--- src/rtl/noc_slot_pkg.sv ---
// Shared types and default sizing for the packet-slot allocation path.
package noc_slot_pkg;

   localparam int unsigned DEF_NUM_ENTRIES = 8;
   localparam int unsigned DEF_NUM_REQ     = 4;
   localparam int unsigned DEF_QUOTA       = 4;
   localparam int unsigned SLOT_IDX_W      = $clog2(DEF_NUM_ENTRIES);
   localparam int unsigned REQ_ID_W        = $clog2(DEF_NUM_REQ);

   typedef logic [SLOT_IDX_W-1:0] slot_idx_t;
   typedef logic [REQ_ID_W-1:0]   req_id_t;

endpackage

--- src/rtl/rr_arbiter.sv ---
// Round-robin arbiter: grants the first request at/after the pointer, pointer moves past winner.
module rr_arbiter #(
   parameter int unsigned  N = 4,
   localparam int unsigned W = (N > 1) ? $clog2(N) : 1
) (
   input  logic         i_clk,
   input  logic         i_rst,
   input  logic [N-1:0] i_req,
   input  logic         i_advance,
   output logic [N-1:0] o_gnt,
   output logic [W-1:0] o_gnt_id
);

   logic [W-1:0] r_ptr;
   logic [W-1:0] w_pos;
   logic         w_found;

   always_comb begin
      o_gnt    = '0;
      o_gnt_id = '0;
      w_pos    = '0;
      w_found  = 1'b0;
      for (int k = 0; k < int'(N); k++) begin
         w_pos = W'((int'(r_ptr) + k) % int'(N));
         if (!w_found && i_req[w_pos]) begin
            w_found  = 1'b1;
            o_gnt_id = w_pos;
         end
      end
      if (w_found) o_gnt[o_gnt_id] = 1'b1;
   end

   always_ff @(posedge i_clk or posedge i_rst) begin
      if (i_rst) begin
         r_ptr <= '0;
      end else if (i_advance && w_found) begin
         r_ptr <= (o_gnt_id == W'(N - 1)) ? '0 : o_gnt_id + 1'b1;
      end
   end

endmodule

--- src/rtl/slot_alloc_arbiter.sv ---
// Shares the free slot pool among requesters with per-requester quotas and
// ownership tracking so that illegal or double frees never reach the pool.
module slot_alloc_arbiter
   import noc_slot_pkg::*;
#(
   parameter int unsigned  NUM_ENTRIES = DEF_NUM_ENTRIES,
   parameter int unsigned  NUM_REQ     = DEF_NUM_REQ,
   parameter int unsigned  QUOTA       = DEF_QUOTA,
   localparam int unsigned IDX_W       = $clog2(NUM_ENTRIES),
   localparam int unsigned ID_W        = (NUM_REQ > 1) ? $clog2(NUM_REQ) : 1
) (
   input  logic                     nocclk,
   input  logic                     rst,
   input  logic [NUM_REQ-1:0]       alloc_req,
   output logic [NUM_REQ-1:0]       alloc_gnt,
   output logic [IDX_W-1:0]         alloc_index,
   input  logic                     free_valid,
   input  logic [IDX_W-1:0]         free_index,
   output logic                     free_ready,
   input  logic [NUM_REQ-1:0]       ret_valid,
   input  logic [NUM_REQ*IDX_W-1:0] ret_index,
   output logic [NUM_REQ-1:0]       ret_ready,
   output logic                     return_index_valid,
   output logic [IDX_W-1:0]         return_index,
   output logic [IDX_W:0]           outstanding_total,
   output logic                     err_illegal_ret,
   output logic [ID_W-1:0]          err_req_id
);

   localparam int unsigned CNT_W = $clog2(QUOTA + 1);
   localparam int unsigned TOT_W = IDX_W + 1;

   logic [CNT_W-1:0]       r_cnt [NUM_REQ];
   logic [NUM_ENTRIES-1:0] r_owned;
   logic [ID_W-1:0]        r_owner [NUM_ENTRIES];
   logic                   r_ret_valid;
   logic [IDX_W-1:0]       r_ret_idx;
   logic                   r_err;
   logic [ID_W-1:0]        r_err_id;

   logic [NUM_REQ-1:0]     w_elig;
   logic [ID_W-1:0]        w_agnt_id;
   logic [ID_W-1:0]        w_ret_id;
   logic [IDX_W-1:0]       w_ret_idx;
   logic                   w_ret_any;
   logic                   w_ret_legal;
   logic [TOT_W-1:0]       w_total;

   always_comb begin
      w_elig = '0;
      for (int i = 0; i < int'(NUM_REQ); i++) begin
         w_elig[i] = alloc_req[i] && (r_cnt[i] < CNT_W'(QUOTA));
      end
   end

   rr_arbiter #(.N(NUM_REQ)) u_alloc_arb (
      .i_clk     (nocclk),
      .i_rst     (rst),
      .i_req     (w_elig & {NUM_REQ{free_valid}}),
      .i_advance (1'b1),
      .o_gnt     (alloc_gnt),
      .o_gnt_id  (w_agnt_id)
   );

   rr_arbiter #(.N(NUM_REQ)) u_ret_arb (
      .i_clk     (nocclk),
      .i_rst     (rst),
      .i_req     (ret_valid),
      .i_advance (1'b1),
      .o_gnt     (ret_ready),
      .o_gnt_id  (w_ret_id)
   );

   assign alloc_index = free_index;
   assign free_ready  = |alloc_gnt;
   assign w_ret_any   = |ret_ready;

   // Legality uses registered ownership, so a same-cycle grant cannot be returned.
   always_comb begin
      w_ret_idx = '0;
      for (int i = 0; i < int'(NUM_REQ); i++) begin
         if (ret_ready[i]) w_ret_idx = ret_index[i*IDX_W +: IDX_W];
      end
      w_ret_legal = w_ret_any && r_owned[w_ret_idx] && (r_owner[w_ret_idx] == w_ret_id);
   end

   always_comb begin
      w_total = '0;
      for (int i = 0; i < int'(NUM_REQ); i++) begin
         w_total = w_total + TOT_W'(r_cnt[i]);
      end
   end

   always_ff @(posedge nocclk or posedge rst) begin
      if (rst) begin
         for (int i = 0; i < int'(NUM_REQ); i++) r_cnt[i] <= '0;
         for (int e = 0; e < int'(NUM_ENTRIES); e++) r_owner[e] <= '0;
         r_owned     <= '0;
         r_ret_valid <= 1'b0;
         r_ret_idx   <= '0;
         r_err       <= 1'b0;
         r_err_id    <= '0;
      end else begin
         for (int i = 0; i < int'(NUM_REQ); i++) begin
            if (alloc_gnt[i] && !(w_ret_legal && ret_ready[i])) begin
               r_cnt[i] <= r_cnt[i] + 1'b1;
            end else if (!alloc_gnt[i] && w_ret_legal && ret_ready[i]) begin
               r_cnt[i] <= r_cnt[i] - 1'b1;
            end
         end
         if (|alloc_gnt) begin
            r_owned[free_index] <= 1'b1;
            r_owner[free_index] <= w_agnt_id;
         end
         if (w_ret_legal) begin
            r_owned[w_ret_idx] <= 1'b0;
            r_ret_idx          <= w_ret_idx;
         end
         r_ret_valid <= w_ret_legal;
         if (w_ret_any && !w_ret_legal && !r_err) begin
            r_err    <= 1'b1;
            r_err_id <= w_ret_id;
         end
      end
   end

   assign return_index_valid = r_ret_valid;
   assign return_index       = r_ret_idx;
   assign outstanding_total  = w_total;
   assign err_illegal_ret    = r_err;
   assign err_req_id         = r_err_id;

   a_alloc_onehot: assert property (@(posedge nocclk) disable iff (rst) $onehot0(alloc_gnt));
   a_ret_onehot:   assert property (@(posedge nocclk) disable iff (rst) $onehot0(ret_ready));

   for (genvar g = 0; g < int'(NUM_REQ); g++) begin : g_quota_chk
      a_quota: assert property (@(posedge nocclk) disable iff (rst) r_cnt[g] <= CNT_W'(QUOTA));
   end

endmodule

--- config.mk ---
export PLATFORM = sky130hd
export DESIGN_NAME = slot_alloc_arbiter
export DESIGN_NICKNAME = d
export VERILOG_FILES = /design/src/rtl/noc_slot_pkg.sv /design/src/rtl/rr_arbiter.sv /design/src/rtl/slot_alloc_arbiter.sv
export SDC_FILE = /design/constraint.sdc
export NUM_CORES = 1
export LEC_CHECK = 0
export CELL_PAD_IN_SITES_DETAIL_PLACEMENT = 1
export CELL_PAD_IN_SITES_GLOBAL_PLACEMENT = 2
export CORE_ASPECT_RATIO = 1.4
export CORE_UTILIZATION = 43
export CTS_BUF_LIST = sky130_fd_sc_hd__clkbuf_8 sky130_fd_sc_hd__clkbuf_16
export DETAILED_ROUTE_END_ITERATION = 7
export DONT_BUFFER_PORTS = 1
export MAX_ROUTING_LAYER = met4
export PLACE_DENSITY = 0.86
export SYNTH_ARGS = -nofsm -noshare
export SYNTH_HDL_FRONTEND = slang
export SYNTH_SLANG_ARGS = --single-unit
export TNS_END_PERCENT = 20
--- constraint.sdc ---
create_clock -name nocclk -period 9.7 [get_ports nocclk]
set_input_delay 1.94 -clock nocclk [delete_from_list [all_inputs] [get_ports nocclk]]
set_output_delay 1.94 -clock nocclk [all_outputs]
set_load 0.1 [all_outputs]
==> results.cfg <==
[worst_hold_path]
min_to = r_owner[3]$_DFFE_PP0P_
worstHoldStart = r_owner[3]$_DFFE_PP0P_
hold_path_class = flip-flop to flip-flop
holdPathStages = 1

[sta]
skew_ps = 11.97
fmax_mhz = 147.5
rsz0062_at_grt = false
setup_viol = 0
final.period_utilization_pct = 69.88
report.final.slew_viol_count = 0
layout_setup_ws_ps = 2921
tightest_slew_ps = 1188
slew_headroom_pct = 20.80
finalHoldViolations = 0
post-route-min-period_ps = 6779
tns_ps = 0

[placement]
gp_congestion = 0.8635
hpwl_mm = 6.199
io_buffer_count = 0
place_inst = 411
dp_slack_ps = 2691

[layout]
fillers = 856
final_layout_size_suffix_gt1_share_pct = 15.53
fin_nets = 367
stdcell_count = 419
area_growth_pct = 4.738
diodes = 0

[setup_path]
critPathKind = primary input to primary output
crit_fanout = 12
r2r_setup_slack_ps = 4290
end_kind = primary output
r2r-start = u_ret_arb.r_ptr[0]$_DFFE_PP0P_
cp_data_arrival_time_ps = 4840
r2r_end = r_cnt[8]$_DFFE_PP0P_
cp-start-kind = primary input
ff2ff_path_depth = 20
worstPathRequired_ps = 7760

[yosys]
ys.flop_type = dfrtp_1
yosys_register_bits = 47
synth_top_area_share_pct = 36.21
netlist_instances = 328
ys_seq_area_share_pct = 36.21
synth_nets = 374
netlist_area_um2 = 3248
yosysTopAreaCell = dfrtp_1
synth_enable_flop_cells = 0
synth_commonest_cells = dfrtp_1, nor2_1, nand2_1
syn_area_per_cell_um2 = 9.903
yosysWarnings = 0
yosysMostFrequentCell = dfrtp_1
async_flop_share_pct = 100.0
yosys-top-cells-area = dfrtp_1, fa_1, mux2_2, ha_1, nor2_1
synth.distinct_cells = 57

[floorplan]
pin_count = 49
start_util_pct = 44.41
core_region_area_um2 = 7315
dieArea_um2 = 7910
fp-row-count = 37
die_w_um = 75.46
die_y_um = 104.8

[clocking]
cts_hold_buf = 0
cts_tree = done
cts_sinks = 47
h-tree-depth = 2
cts-root-buf = clkbuf_8
cts_max_path_buffers = 2
numCtsBuffers = 5
clk_latency_ps = 300
post_cts_buffers = 0
ctsResizeCount = 0
clk_pin_slew_ps = 100

[grt]
grt_usage_pct = 22.58
grt_max_degree = 48
grt_pass1_wl_mm = 13.11
grt-ovfl-total = 0
grt_pass1_vias = 2582
antenna_found_initial = 0

[drt]
dr.pass1.iters = 4
postRouteAntennaNets = 0
via_per_inst = 5.666
drc_errors = 0
wire_per_inst_um = 18.68
vias = 2374
wl_mm = 7.825
first_iter_violations = 94

[flow_run]
maxCapViolations = 0

[outcome]
status = finished clean
==> flip-flops by register name, summed over array words and instances, names as in the netlist <==
| signal | cells |
|---|---|
| err_illegal_ret | 1 |
| r_owner | 16 |
| err_req_id | 2 |
| r_cnt | 12 |
| u_ret_arb.r_ptr | 2 |
| return_index | 3 |
| u_alloc_arb.r_ptr | 2 |
| r_owned | 8 |
| return_index_valid | 1 |
==> critical path, stage by stage <==
cell     delay, ps
and3_1         160
o21ai_0        420
nand3_1        130
a32oi_1        180
o22ai_1        110
nor2_1         700
ha_1           320
and2_1         890
==> cell families after synthesis <==
kind of cell	count (synthesis)	synth area share [%]
AND/OR/NAND/NOR	101	16.56
AO/OA/AOI/OAI	74	15.60
flip-flops	47	36.21
buffers and inverters	40	5.624
multiplexers	32	10.94
adder cells (fa/ha/maj)	20	10.02
XOR/XNOR	14	5.046
==> per-stage QoR <==
| step | hold WS [ps] | util [%] | instance area, µm² |
|---|---|---|---|
| floorplan | 446.5 | - | 3248 |
| global placement | 469.3 | 45.30 | 3313 |
| detailed placement | 508.7 | 45.30 | 3313 |
| CTS | 531.4 | 46.51 | 3402 |
| global route | 543.7 | 46.51 | 3402 |
| finish | 526.9 | 46.51 | 3402 |
==> worst max path at each step <==
| stage | start | slack [ps] | to | depth (start not counted) |
|---|---|---|---|---|
| finish | alloc_req[3] | 2920 | alloc_gnt[3] | 8 |
| global route | ret_valid[0] | 2630 | r_cnt[5]$_DFFE_PP0P_ | 20 |
| CTS | alloc_req[3] | 2900 | alloc_gnt[3] | 8 |
| detailed placement | ret_valid[0] | 2690 | r_cnt[8]$_DFFE_PP0P_ | 20 |
| global placement | ret_valid[0] | 2720 | r_cnt[8]$_DFFE_PP0P_ | 20 |
| floorplan | ret_valid[0] | 3150 | ret_ready[3] | 8 |
==> placed cells by master (no fill, tap or decap), types with 3 or more instances in the layout <==
master / synthesis / layout
a2111oi_0: 4 / 4
a211o_1: 5 / 5
a21o_1: 5 / 5
a21oi_1: 16 / 16
a31oi_1: 5 / 5
and2_1: 7 / 7
and3_1: 5 / 5
buf_4: 4 / 3
clkbuf_8: 0 / 5
dfrtp_1: 47 / 47
fa_1: 10 / 10
ha_1: 10 / 10
inv_1: 22 / 21
mux2_1: 4 / 4
mux2_2: 16 / 16
mux2i_1: 10 / 10
nand2_1: 26 / 26
nand3_1: 5 / 5
nand3b_1: 3 / 3
nor2_1: 31 / 28
nor2_2: 0 / 3
nor3b_1: 6 / 6
o211ai_1: 3 / 3
o21a_1: 4 / 4
o21ai_0: 11 / 11
o21ai_1: 3 / 3
o22ai_1: 4 / 4
xnor2_1: 6 / 5
xnor2_2: 3 / 4
xor2_1: 4 / 4
==> final cells by class <==
type                    count  area, µm²  area share, %
multi-input cells         241       1907          56.05
well taps                  97      121.4          3.567
clock inverters             3      20.02         0.5885
repair buffers              3      22.52         0.6620
inverters                  23      86.33          2.538
flip-flops and latches     47       1176          34.57
clock buffers               5      68.82          2.023
==> routing by layer <==
layer	routed length, µm	global-route usage, %	up-vias
met4	163	6.349	0
met3	239	3.761	12
met1	3084	25.67	1191
met2	4338	39.67	38
met5	0	-	-
li1	-	-	1133
Power is not shown: default switching activity piles up to over one toggle a cycle in this logic, so the estimate is an artifact.
==> patch 1, RTL diff (same flow settings) <==
Change the package constant `DEF_QUOTA` from 4 to 16.
--- a/src/rtl/noc_slot_pkg.sv
+++ b/src/rtl/noc_slot_pkg.sv
@@ -3,7 +3,7 @@
 
    localparam int unsigned DEF_NUM_ENTRIES = 8;
    localparam int unsigned DEF_NUM_REQ     = 4;
-   localparam int unsigned DEF_QUOTA       = 4;
+   localparam int unsigned DEF_QUOTA       = 16;
    localparam int unsigned SLOT_IDX_W      = $clog2(DEF_NUM_ENTRIES);
    localparam int unsigned REQ_ID_W        = $clog2(DEF_NUM_REQ);
 
Check against the original RTL: no difference found for any inputs over 4 cycles, from zero or initial values and one cycle with rst high; that may be too few to reach the edited logic, so the function may still have changed.
==> patch 1 against the original RTL <==
  * The run now ends with design-rule violations left
  * Final area increased by 28%
  * Clock skew decreased by 0.0028 ns
  * Via count increased by 17%
  * Critical endpoint is now r_cnt[4]
  * Routed wire length increased by 21%
  * Area after synthesis increased by 25%
  * Worst setup slack got worse by 0.015 ns
  * Die area increased by 25%
  * Worst hold slack got worse by 0.062 ns
  * Utilization increased by 1.3 points
  * Sequential cell count increased by 8
Power is left out: the tool's default activity adds up to more than one toggle a clock period on the data nets, which glitch-free logic cannot reach.
==> patch 1: results (changes against the original RTL) <==
stage	metric	value	unit	change
critical_path	crit path from	ret_valid[3]		was alloc_req[3]
cells_and_area	Regs by FF count	r_cnt x20, r_owner x16, r_owned x8		was r_owner x16, r_cnt x12, r_owned x8
sta	clk_skew	0.00917	ns	was 0.0120 ns
drt	DR WL/cell	19.8	um	was 18.7 um
critical_path	CP arrival	7.01	ns	was 4.84 ns
sta	final worst-path cycle share	70.0	%	was 69.9%
critical_path	reg-to-reg startpoint	u_ret_arb.r_ptr[1]		was u_ret_arb.r_ptr[0]
drt	Vias	2773		was 2,374
global_route	total track usage	21.2	%	was 22.6%
logic_synthesis	Synth area leaders	dfrtp_1 (34%), ha_1 (6.8%), fa_1 (4.9%)		was dfrtp_1 (36%), fa_1 (6.2%), mux2_2 (5.5%)
status	failing checks	design-rule violations		
global_route	largest net degree at the start of global routing	56		was 48
hold_path	HP Start	r_cnt[14]		was r_owner[3]
critical_path	reg2reg setup slack	4.00	ns	was 4.29 ns
logic_synthesis	count of cell types in the netlist	64		was 57
placed_design	placed cell count	472		was 411
logic_synthesis	Gate Count Post-Synth	373		was 328
drt	# DRC	9		was 0
global_route	global-route wire length before repair	15.4	mm	was 13.1 mm
clock_tree	clock root cell	clkbuf_16		was clkbuf_8
global_route	met3 Usage GRT	2.88	%	was 3.76%
global_route	met1 GRT Util	22.5	%	was 25.7%
placed_design	Post-Place Worst Slack	2.67	ns	was 2.69 ns
status	status	complete, but fails checks		was finished, final reports clean
sta	worst-margin pin slew	1.15	ns	was 1.19 ns
-- patch 1: cell types whose count changed after synthesis, moves of 7 or more --
cell,delta
dfrtp_1,+8
ha_1,+12
mux2_2,-7
mux2_4,+9
nor2_1,-16
o21ai_0,+12
xnor2_1,+11
-- patch 1: metal layers --
layer / wire length (um) / vias to the layer above
met5: 0 / -
met4: 246 / 0
met3: 320 / 17
met2: 5160 / 44
met1: 3760 / 1392
li1: - / 1320
-- patch 1: cell families after synthesis --
kind of cell	count (synthesis)	synth area share, %
and+or+nand+nor	108	16.2
AOI/OAI and AO/OA	83	15.7
DFF	55	33.8
buffers and inverters	36	4.15
adders and majority gates	32	11.7
xor gates and xnor gates	30	9.23
muxes	29	9.23
-- patch 1: cell type report --
cell class              instances  area (um2)
fillers                       998        4740
multi-input cells             282        2530
well taps                     107         134
inverters                      23        86.3
clock inverters                 1        3.75
clock buffers                   7         153
flip-flops and latches         55        1380
repair buffers                  5        57.6
-- patch 1: worst paths after layout --
path,cells after the start,to
min in group asynchronous,2,u_alloc_arb.r_ptr[1]
setup reg to reg,20,r_cnt[4]
max in group asynchronous,2,u_ret_arb.r_ptr[1]
hold / removal,1,r_cnt[14]
setup / recovery,20,r_cnt[4]
hold reg to reg,1,r_cnt[14]
-- patch 1: worst max-delay path: stages --
cell      delay (ns)
nor2b_1         0.04
a21o_1          0.17
a221oi_1        0.65
inv_1           0.30
ha_1            0.39
nand3b_1        0.27
a221o_1         0.48
nor2_2          0.37
a221o_1         0.27
a31oi_4         0.14
xnor2_4         0.35
nand4b_4        0.20
nand2_1         0.20
inv_1           0.08
fa_1            0.40
nor2b_1         0.13
o21ai_0         0.10
and3_1          0.19
mux2i_1         0.17
xnor2_1         0.15
==> patch 2, RTL diff (same flow settings) <==
Without the edit above. Put one more register stage on the output `err_req_id`, with the module's reset. The value now appears one clock later. The other outputs are not delayed to match.
--- a/src/rtl/slot_alloc_arbiter.sv
+++ b/src/rtl/slot_alloc_arbiter.sv
@@ -128,7 +128,13 @@
    assign return_index       = r_ret_idx;
    assign outstanding_total  = w_total;
    assign err_illegal_ret    = r_err;
-   assign err_req_id         = r_err_id;
+   always_ff @(posedge nocclk or posedge rst) begin
+      if (rst) begin
+         err_req_id <= '0;
+      end else begin
+         err_req_id <= r_err_id;
+      end
+   end
 
    a_alloc_onehot: assert property (@(posedge nocclk) disable iff (rst) $onehot0(alloc_gnt));
    a_ret_onehot:   assert property (@(posedge nocclk) disable iff (rst) $onehot0(ret_ready));
Behaviour: not the same (a bounded check fails within 4 cycles, from zero or initial values and one cycle with rst high).
==> patch 2 against the original RTL <==
  * Final area decreased by 0.26%
  * Largest cell class unchanged
  * Routed wire length decreased by 0.61%
  * Area after synthesis decreased by 1.1%
  * Worst setup slack got worse by 0.17 ns
  * Register-to-register slack got worse by 0.28 ns
  * Sequential cell count increased by 2
Power is left out: the tool's default activity adds up to more than one toggle a clock period on the data nets, which glitch-free logic cannot reach.
==> patch 2: results (changes against the original RTL) <==
stage	metric	value	unit	change
status	status	finished, final reports clean		unchanged
sta	worst-margin pin slew	1.09	ns	was 1.19 ns
placed_design	Area after DPL	3310	um2	about the same
logic_synthesis	Synth Area in Compound Gates	15.4	%	was 15.6%
hold_path	HP Start	r_err_id[1]		was r_owner[3]
logic_synthesis	synth cell count leaders	dfrtp_1 (49), nor2_1 (29), inv_1 (23)		was dfrtp_1 (47), nor2_1 (31), nand2_1 (26)
hold_path	depth of the worst hold-timing path	0		was 1
global_route	largest net degree at the start of global routing	50		was 48
placed_design	dpl hpwl	6.14	mm	was 6.20 mm
clock_tree	Clock Latency Late Sink	0.31	ns	
critical_path	CP arrival	7.17	ns	was 4.84 ns
cells_and_area	final cell count without fillers	408		was 419
drt	Routed WL	7.78	mm	was 7.83 mm
drt	First DRT Iteration DRCs	99		was 94
sta	clk_skew	0.00754	ns	was 0.0120 ns
logic_synthesis	sequential element share of the synthesized area	38.2	%	was 36.2%
cells_and_area	layout cell share with drive strength beyond 1	16.3	%	was 15.5%
logic_synthesis	YS warnings	0		unchanged
critical_path	crit path from	ret_valid[0]		was alloc_req[3]
logic_synthesis	syn_nets	361		was 374
clock_tree	CTS resizes	0		unchanged
drt	drt first pass iters	5		was 4
critical_path	r2r worst-path depth	19		was 20
global_route	vias in the first global route	2529		was 2,582
cells_and_area	fillers	811		was 856
placed_design	placed cell count	400		was 411
drt	Vias	2317		was 2,374
placed_design	GP Congestion	0.798		was 0.864
critical_path	r2r endpoint	r_cnt[5]		was r_cnt[8]
logic_synthesis	Synth Area in XOR/XNOR	5.18	%	was 5.05%
logic_synthesis	Gate Count Post-Synth	315		was 328
logic_synthesis	mux contribution to synthesized area	9.93	%	was 10.9%
logic_synthesis	Synth area leaders	dfrtp_1 (38%), fa_1 (6.2%), mux2_2 (6.0%)		was dfrtp_1 (36%), fa_1 (6.2%), mux2_2 (5.5%)
logic_synthesis	adder-cell share of the synthesized area	10.1	%	was 10.0%
cells_and_area	final net count	358		was 367
global_route	global-route wire length before repair	12.5	mm	was 13.1 mm
placed_design	Post-Place Worst Slack	2.41	ns	was 2.69 ns
critical_path	crit-path max FO	15		was 12
critical_path	reg2reg setup slack	4.01	ns	was 4.29 ns
global_route	total track usage	22.1	%	was 22.6%
logic_synthesis	count of cell types in the netlist	58		was 57
[patch 2: how the worst max path moves through the flow]
stage | end | slack [ns] | cells past startpoint
2_1_floorplan | ret_ready[2] | 3.19 | 7
3_3_place_gp | r_cnt[8] | 2.60 | 19
3_5_place_dp | r_cnt[5] | 2.41 | 19
4_1_cts | r_cnt[5] | 2.71 | 19
5_1_grt | r_cnt[8] | 2.13 | 19
6_report | r_cnt[5] | 2.76 | 19
[patch 2: critical path, cell delays in order]
cell	delay, ns
nor2b_1	0.12
a21oi_1	0.12
nor2_1	0.05
a221oi_1	0.34
o21a_1	0.27
inv_1	0.09
ha_1	0.29
nor2b_1	0.19
a211o_1	0.28
a21oi_1	0.75
a2111oi_0	0.25
nor4_1	0.45
xor2_1	0.45
or3_1	0.51
o21ai_1	0.15
fa_1	0.46
and3_1	0.16
mux2i_1	0.16
xnor2_1	0.14
[patch 2: area by class of cell]
| class | count | area share [%] |
|---|---|---|
| inverter | 24 | 2.65 |
| multi-input combinational | 228 | 54.2 |
| tap | 95 | 3.50 |
| clock inverter | 3 | 0.553 |
| sequential | 49 | 36.1 |
| timing repair buffer | 4 | 0.885 |
| clock buffer | 5 | 2.03 |
[patch 2: metal layers]
metal | track usage, % | part of all wire, % | wire (um)
met3 | 2.71 | 3.3 | 253
met4 | 6.33 | 1.7 | 134
met2 | 40.7 | 57 | 4400
met1 | 23.9 | 38 | 2990
met5 | - | 0 | 0
[patch 2: per-stage QoR]
stage	util, %	hold slack (ns)
global route	48.0	0.392
floorplan	-	0.347
finish	48.0	0.389
detailed placement	46.7	0.360
CTS	48.0	0.383
global placement	46.7	0.354
